### src/rtl/sar_pkg.sv
// Shared types and width helpers for the SAR conversion controller.
package sar_pkg;

  // Controller phases: idle, track/hold, bit-by-bit search, result strobe.
  typedef enum logic [1:0] {
    StIdle,
    StSample,
    StConvert,
    StDone
  } sar_state_t;

  // Bits needed to count 0..v-1, never less than one so a counter always exists.
  function automatic int unsigned cnt_width(input int unsigned v);
    return (v > 1) ? $clog2(v) : 1;
  endfunction

  // Counter widths for the default configuration (8 bits, 2 sample, 1 settle).
  localparam int unsigned DefSampleCntW = cnt_width(2);
  localparam int unsigned DefSettleCntW = cnt_width(1);
  localparam int unsigned DefBitIdxW    = cnt_width(8);

endpackage

### src/rtl/sar_logic.sv
// Successive-approximation controller: sample phase, MSB-first binary search
// driven through dac_code / comp_in, then a one-cycle done strobe with the result.
module sar_logic
  import sar_pkg::*;
#(
  parameter int unsigned DAC_BITS      = 8,
  parameter int unsigned SAMPLE_CYCLES = 2,
  parameter int unsigned SETTLE_CYCLES = 1
) (
  input  logic                clk,
  input  logic                rst,
  input  logic                start,
  input  logic                comp_in,
  output logic                sample,
  output logic                busy,
  output logic [DAC_BITS-1:0] dac_code,
  output logic [DAC_BITS-1:0] data_out,
  output logic                done
);

  localparam int unsigned SampleW = cnt_width(SAMPLE_CYCLES);
  localparam int unsigned SettleW = cnt_width(SETTLE_CYCLES);
  localparam int unsigned CntW    = (SampleW > SettleW) ? SampleW : SettleW;
  localparam int unsigned KW      = cnt_width(DAC_BITS);

  localparam logic [CntW-1:0] SampleLast = CntW'(SAMPLE_CYCLES - 1);
  localparam logic [CntW-1:0] SettleLast = CntW'(SETTLE_CYCLES - 1);
  localparam logic [KW-1:0]   KTop       = KW'(DAC_BITS - 1);

  sar_state_t          state_q, state_d;
  logic [CntW-1:0]     cnt_q, cnt_d;
  logic [KW-1:0]       k_q, k_d;
  logic [DAC_BITS-1:0] trial_q, trial_d;
  logic [DAC_BITS-1:0] data_q, data_d;
  logic                sample_q, sample_d;
  logic                busy_q, busy_d;
  logic                done_q, done_d;

  // Next-state, trial register update and registered-output decode.
  always_comb begin
    state_d = state_q;
    cnt_d   = cnt_q;
    k_d     = k_q;
    trial_d = trial_q;
    data_d  = data_q;

    unique case (state_q)
      StIdle: begin
        trial_d = '0;
        cnt_d   = '0;
        if (start) begin
          state_d = StSample;
        end
      end

      StSample: begin
        if (cnt_q == SampleLast) begin
          cnt_d               = '0;
          k_d                 = KTop;
          trial_d             = '0;
          trial_d[DAC_BITS-1] = 1'b1;
          state_d             = StConvert;
        end else begin
          cnt_d = cnt_q + 1'b1;
        end
      end

      StConvert: begin
        // comp_in only matters on the edge that closes a settle phase.
        if (cnt_q == SettleLast) begin
          cnt_d = '0;
          if (!comp_in) begin
            trial_d[k_q] = 1'b0;
          end
          if (k_q != '0) begin
            k_d          = k_q - 1'b1;
            trial_d[k_d] = 1'b1;
          end else begin
            data_d  = trial_d;
            trial_d = '0;
            state_d = StDone;
          end
        end else begin
          cnt_d = cnt_q + 1'b1;
        end
      end

      StDone: begin
        state_d = StIdle;
      end

      default: begin
        state_d = StIdle;
      end
    endcase

    // Outputs are decoded from the next state so they line up with it after the edge.
    sample_d = (state_d == StSample);
    busy_d   = (state_d != StIdle);
    done_d   = (state_d == StDone);
  end

  // State and output registers with synchronous reset.
  always_ff @(posedge clk) begin
    if (rst) begin
      state_q  <= StIdle;
      cnt_q    <= '0;
      k_q      <= '0;
      trial_q  <= '0;
      data_q   <= '0;
      sample_q <= 1'b0;
      busy_q   <= 1'b0;
      done_q   <= 1'b0;
    end else begin
      state_q  <= state_d;
      cnt_q    <= cnt_d;
      k_q      <= k_d;
      trial_q  <= trial_d;
      data_q   <= data_d;
      sample_q <= sample_d;
      busy_q   <= busy_d;
      done_q   <= done_d;
    end
  end

  // trial_q is held at zero outside CONVERT, so it doubles as the DAC code.
  assign dac_code = trial_q;
  assign data_out = data_q;
  assign sample   = sample_q;
  assign busy     = busy_q;
  assign done     = done_q;

endmodule

### config.mk
export PLATFORM = sky130hd
export DESIGN_NAME = sar_logic
export DESIGN_NICKNAME = d
export VERILOG_FILES = /design/src/rtl/sar_pkg.sv /design/src/rtl/sar_logic.sv
export SDC_FILE = /design/constraint.sdc
export NUM_CORES = 1
export LEC_CHECK = 0
export CELL_PAD_IN_SITES_DETAIL_PLACEMENT = 1
export CELL_PAD_IN_SITES_GLOBAL_PLACEMENT = 1
export CORE_MARGIN = 1.5
export CORE_UTILIZATION = 35
export CTS_BUF_LIST = sky130_fd_sc_hd__clkbuf_16
export CTS_CLUSTER_SIZE = 12
export DETAILED_ROUTE_END_ITERATION = 16
export GPL_TIMING_DRIVEN = 0
export PLACE_DENSITY = 0.7
export SYNTH_ARGS = -nofsm -noshare
export SYNTH_HDL_FRONTEND = slang
export SYNTH_SLANG_ARGS = --single-unit
### constraint.sdc
create_clock -name clk -period 2.3 [get_ports clk]
set_input_delay 0.46 -clock clk [delete_from_list [all_inputs] [get_ports clk]]
set_output_delay 0.46 -clock clk [all_outputs]
set_load 0.02 [all_outputs]
Word-level counts from Yosys, hierarchy flattened --
Index checks and enable logic that the tools add are counted. W data, S select, Z words.
Word-level totals: bits in registers 25, output and inout bits 19
Cells by class: add/subtract/negate cells 2, order comparisons 4, eq/ne operators 8, mux-type cells 23, bitwise gates (word level) 5, reduce and logical (&&, ||, !) cells 10
Operators with widths (number):
- $mux W8 | 6
- $pmux W8 S3 | 1
- $mux W3 | 3
- $and A8 B8 Y8 | 1
- $lt A3 B4 Y1 const B | 2
- $mux W2 | 4
- $not A8 Y8 | 1
- $or A8 B8 Y8 | 1
- $pmux W2 S4 | 1
- $demux W1 S3 | 2
- $eq A2 B2 Y1 const B | 3
- $ge A3 B1 Y1 const B | 2
- $ne A2 B2 Y1 const B | 3
- $pmux W3 S2 | 1
- $reduce_and A3 Y1 | 2
- $reduce_bool A3 Y1 | 2
- $eq A2 B1 Y1 const B | 2
- $mux W1 | 4
- $reduce_and A4 Y1 | 1
- $reduce_bool A2 Y1 | 2
- $pmux W1 S3 | 1
- $sub A3 B1 Y3 const B | 1
- $logic_and A1 B1 Y1 | 2
- $logic_not A2 Y1 | 1
- other kinds (2) | 3

Logic depth before layout (Yosys ltp) --
depth in word-level cells 13, depth in mapped cells 8, mapped depth without buffers 6

Least setup slack after synthesis --
OpenSTA, ideal clock, no wires.
path type register to register, start point register k_q[0], end point register k_q[2], library setup time 91 ps, data arrival time 1577 ps, required time 2209 ps, slack 632 ps, stages on the path, launching flop included 8, buffers on the path 1, cell sequence dfxtp_1 > clkbuf_1 > inv_1 > ha_1 > nor2b_2 > o31ai_2 > a21oi_1 > a311oi_1
On the way: cells in the longest elaborated chain, start to end 4, elaborated cells on any way between the ends 7, classes of those cells add/sub (1); eq/ne (1); mux (3); reduce/logical (2)
RTL lines:
- start: declaration | RTL line sar_logic.sv:32 | logic [KW-1:0] k_q, k_d;
- start signal: assignment | RTL line sar_logic.sv:117 | k_q <= k_d;
- $sub A3 B1 Y3 | RTL line sar_logic.sv:76 | k_d = k_q - 1'b1;
- $mux W3 | RTL line sar_logic.sv:75 | if (k_q != '0) begin
- $mux W3 | RTL line sar_logic.sv:70 | if (cnt_q == SettleLast) begin
- $pmux W3 S2 | RTL line sar_logic.sv:47 | unique case (state_q)
Parallel ways exist; a longest one is shown, timed or not. The select of a mux whose other input is x is not followed. A chain may end at the register's enable or synchronous reset.

Worst setup path in the final report --
start point register k_q[0], end point register trial_q[7] (netlist: dac_code[7])
On the way: cells in the longest elaborated chain, start to end 13, elaborated cells on any way between the ends 21, classes of those cells add/sub (1); order compare (4); mux (10); bitwise (3); reduce/logical (3)
RTL lines:
- $lt A3 B4 Y1 (not written as such) or $ge A3 B1 Y1 (tied branches) | RTL line sar_logic.sv:73 | trial_d[k_q] = 1'b0;
- $logic_and A1 B1 Y1 (not written as such) | RTL line sar_logic.sv:73
- $mux W1 (not written as such) | RTL line sar_logic.sv:73
- $demux W1 S3 | RTL line sar_logic.sv:73
- $not A8 Y8 (no source line)
- $and A8 B8 Y8 (no source line)
- $mux W8 | RTL line sar_logic.sv:72 | if (!comp_in) begin
- $mux W8 | RTL line sar_logic.sv:70
- $mux W8 | RTL line sar_logic.sv:47
- $or A8 B8 Y8 (no source line)
- $mux W8 * | RTL line sar_logic.sv:75
- $mux W8 * | RTL line sar_logic.sv:70
- $pmux W8 S3 * | RTL line sar_logic.sv:47
- end signal: assignment | RTL line sar_logic.sv:118 | trial_q <= trial_d;
- end: declaration | RTL line sar_logic.sv:33 | logic [DAC_BITS-1:0] trial_q, trial_d;
Mark *: on every way between the ends. The rest lies on a longest branch, timed or not. The select of a mux whose other input is x is not followed.

==> summary.txt <==
Synth
  – Post-synthesis cell type count: 42
  – Register area share after synthesis: between 40% and 50%
  – Synth Area per Inst: 8.71 um2
  – Register bit count reported by yosys: 25
  – Post-synth EDFFs: 0
  – Mapped Cells: between 100 and 150
  – Ys async rst share: 0%
  – Net count after synthesis: ~150
  – Ys flop type: dfxtp_1
  – Area of the mapped netlist: 1240 um2
  – Synthesis Warnings: 0

Placement
  – Routability Congestion: about 0.83
  – DP HPWL: ~2400 um
  – DP Worst Slack: ~0.33 ns
  – Port bufs: 21

Routing
  – Wire length per cell: between 15 and 20 um
  – Vias: about 1,100
  – Post-Route WL: roughly 3200 um
  – 1st-iter DRT viols: 39
  – DR pass1 iterations: 4
  – Drt via density: around 5.3
  – DR DRC count: 0
  – Detail Route Antenna Nets: 0

Timing
  – Fin. Hold Viols: 0
  – Setup TNS: 0 ns
  – RSZ-0062 raised after global routing: no
  – Final min period: between 1.5 and 2 ns
  – Final worst slack: 0.306 ns
  – Final setup vio count: 0
  – Worst slew pin tran: 0.622 ns
  – Slew Limit Fails: 0
  – F_max: about 500 MHz
  – Setup Skew: between 0.002 and 0.003 ns
  – Relative slew slack: between 50 and 60%
  – Period utilisation layout: between 80% and 90%

Floorplanning
  – Core region area: roughly 3400 um2
  – IO Count: 23
  – Row cnt: 21
  – Starting Density: a little under two fifths
  – Die W: ~62 um
  – Die footprint: about 3900 um2
  – Chip height: roughly 62 um

Global route
  – Remaining global-route overflow: 0
  – Met2 Use GR: approximately 33%
  – M1 GR Usage: 22.1%
  – All-Layer GR Usage: 17.9%
  – GRT met3 Usage: 2.70%
  – Vias in the first global route: approximately 1,200
  – First-pass GRT wire length: ~5600 um
  – Largest net degree at the start of global routing: 16
  – Layer with the highest usage: met2
  – Initial antenna violation count: 0

Pwr
  – Power per Cell Area: about 630 nW/um2
  – Leak: between 0.5 and 0.6 nW
  – Peak VDD IR: approximately 0.00033 V

Critical path
  – WS Path Type: reg2reg
  – Worst reg-to-reg path cell count: 7
  – Critical Path RT: roughly 2.5 ns
  – Worst Setup End Kind: flop
  – Arr. time, crit path: roughly 2.2 ns
  – Max FO, Critical Path: 10
  – Critical path launch point type: flop

Finish
  – Register area: roughly 500 um2
  – Multi-input gate area: ~680 um2
  – Final net count: 179
  – Layout area overhead: 28.3%
  – Antenna cells: 0
  – FILL cells: between 400 and 500
  – Ratio of cells with drive above 1 in the final layout: around 6.6%

Run
  – Max Cap Violations: 0

Hold path
  – Worst hold path type: reg2reg
  – Hold path cells: 2

Clock network
  – Root buf cell: clkbuf_16
  – Clk buf depth: 2
  – CTS resizes: 0
  – TritonCTS clock tree: built
  – Cts bufs inserted: 3
  – Cts hold-fix bufs: 0
  – Sinks on Clock Net: 25
  – CTS clk-pin slew, worst paths: 0.07 ns
  – Worst-Skew Late Latency: 0.26 ns
  – Postcts setup bufs: 0
  – Max H-tree Level: 1

Status
  – Status: finished clean
## per-stage QoR
stage          utilization [%]  power [W]  std cells  instance area [um2]  hold slack (ns)
2_1_floorplan                -   0.000561        142                 1240            0.533
3_3_place_gp              44.7   0.000601        209                 1500            0.448
3_5_place_dp              44.7   0.000607        209                 1500            0.453
4_1_cts                   47.2    0.00100        213                 1590            0.463
5_1_grt                   47.2    0.00104        213                 1590            0.478
6_report                  47.2   0.000996        213                 1590            0.464
## synth_stat cells (all sizes together), types with 4 or more instances
master | number | area share, %
o2bb2ai | 6 | 4.3
a21oi | 14 | 5.7
nor2 | 15 | 4.6
nor2b | 7 | 3.7
inv | 6 | 1.8
ha | 7 | 7.1
dfxtp | 25 | 40
nand2 | 14 | 4.5
buf | 4 | 2.2
o21ai | 6 | 2.4
## registers in the layout (all words and copies together) (netlist names)
signal    count
dac_code      8
data_out      8
k_q           3
state_q       2
busy          1
cnt_q         1
done          1
sample        1
## worst max-delay path: stages (launching register included)
cell,delay (ns)
dfxtp_1,0.32
clkbuf_1,0.34
inv_1,0.15
ha_1,0.22
nor2b_2,0.21
nor3_2,0.30
nand2_2,0.20
o22ai_1,0.19
## final timing paths
| path | start | end | slack (ns) |
|---|---|---|---|
| setup / recovery | k_q[0]$_SDFFE_PP0P_ | dac_code[7]$_SDFFE_PP0P_ | 0.31 |
| hold / removal | data_out[5]$_SDFFE_PP0P_ | data_out[5]$_SDFFE_PP0P_ | 0.46 |
| setup reg to reg | k_q[0]$_SDFFE_PP0P_ | dac_code[7]$_SDFFE_PP0P_ | 0.31 |
| hold reg to reg | data_out[5]$_SDFFE_PP0P_ | data_out[5]$_SDFFE_PP0P_ | 0.46 |
## metal layers
metal	vias up	share of wire [%]	wire, um
li1	548	-	-
met1	555	44	1420
met2	16	52	1690
met3	2	2.8	91
met4	0	0.65	21
met5	-	0	0
## final cells by class
class / count / area share [%]
multi-input cells: 105 / 42.7
flip-flops and latches: 25 / 31.5
repair buffers: 21 / 13.2
clock buffers: 3 / 4.73
well taps: 46 / 3.63
plain buffers: 6 / 2.21
inverters: 6 / 1.42
clock inverters: 1 / 0.473
## layout by cell type (no fill, tap or decap), types with 2 or more instances in the layout
master / synthesis / routed
a21oi_1: 14 / 14
nand2b_1: 3 / 3
nand3b_1: 2 / 2
clkbuf_16: 0 / 3
a21boi_0: 2 / 2
nand2_1: 13 / 13
clkdlybuf4s50_1: 0 / 21
dfxtp_1: 25 / 25
ha_1: 7 / 7
o21ai_1: 4 / 4
clkbuf_1: 2 / 2
nand4_1: 2 / 2
nor2_1: 15 / 15
o2bb2ai_1: 6 / 6
o31a_1: 2 / 2
o21ai_0: 2 / 2
inv_1: 6 / 6
nor3_1: 2 / 2
a211oi_1: 3 / 3
mux2i_1: 3 / 3
nor2b_1: 6 / 6
## logic make-up after synthesis
group           Yosys count  synth area share (%)
mux                       3                  2.43
flops                    25                  40.5
compound gates           42                  23.2
buf+inv                  12                  4.66
fa+ha+maj                 7                  7.08
xor+xnor                  2                  1.42
simple gates             51                  20.8
## power by group
| group | switching, W | internal (W) |
|---|---|---|
| sequential | 0.00000840 | 0.000446 |
| combinational | 0.0000895 | 0.0000539 |
| clock | 0.000162 | 0.000236 |
(Power assumes the default switching activity.)
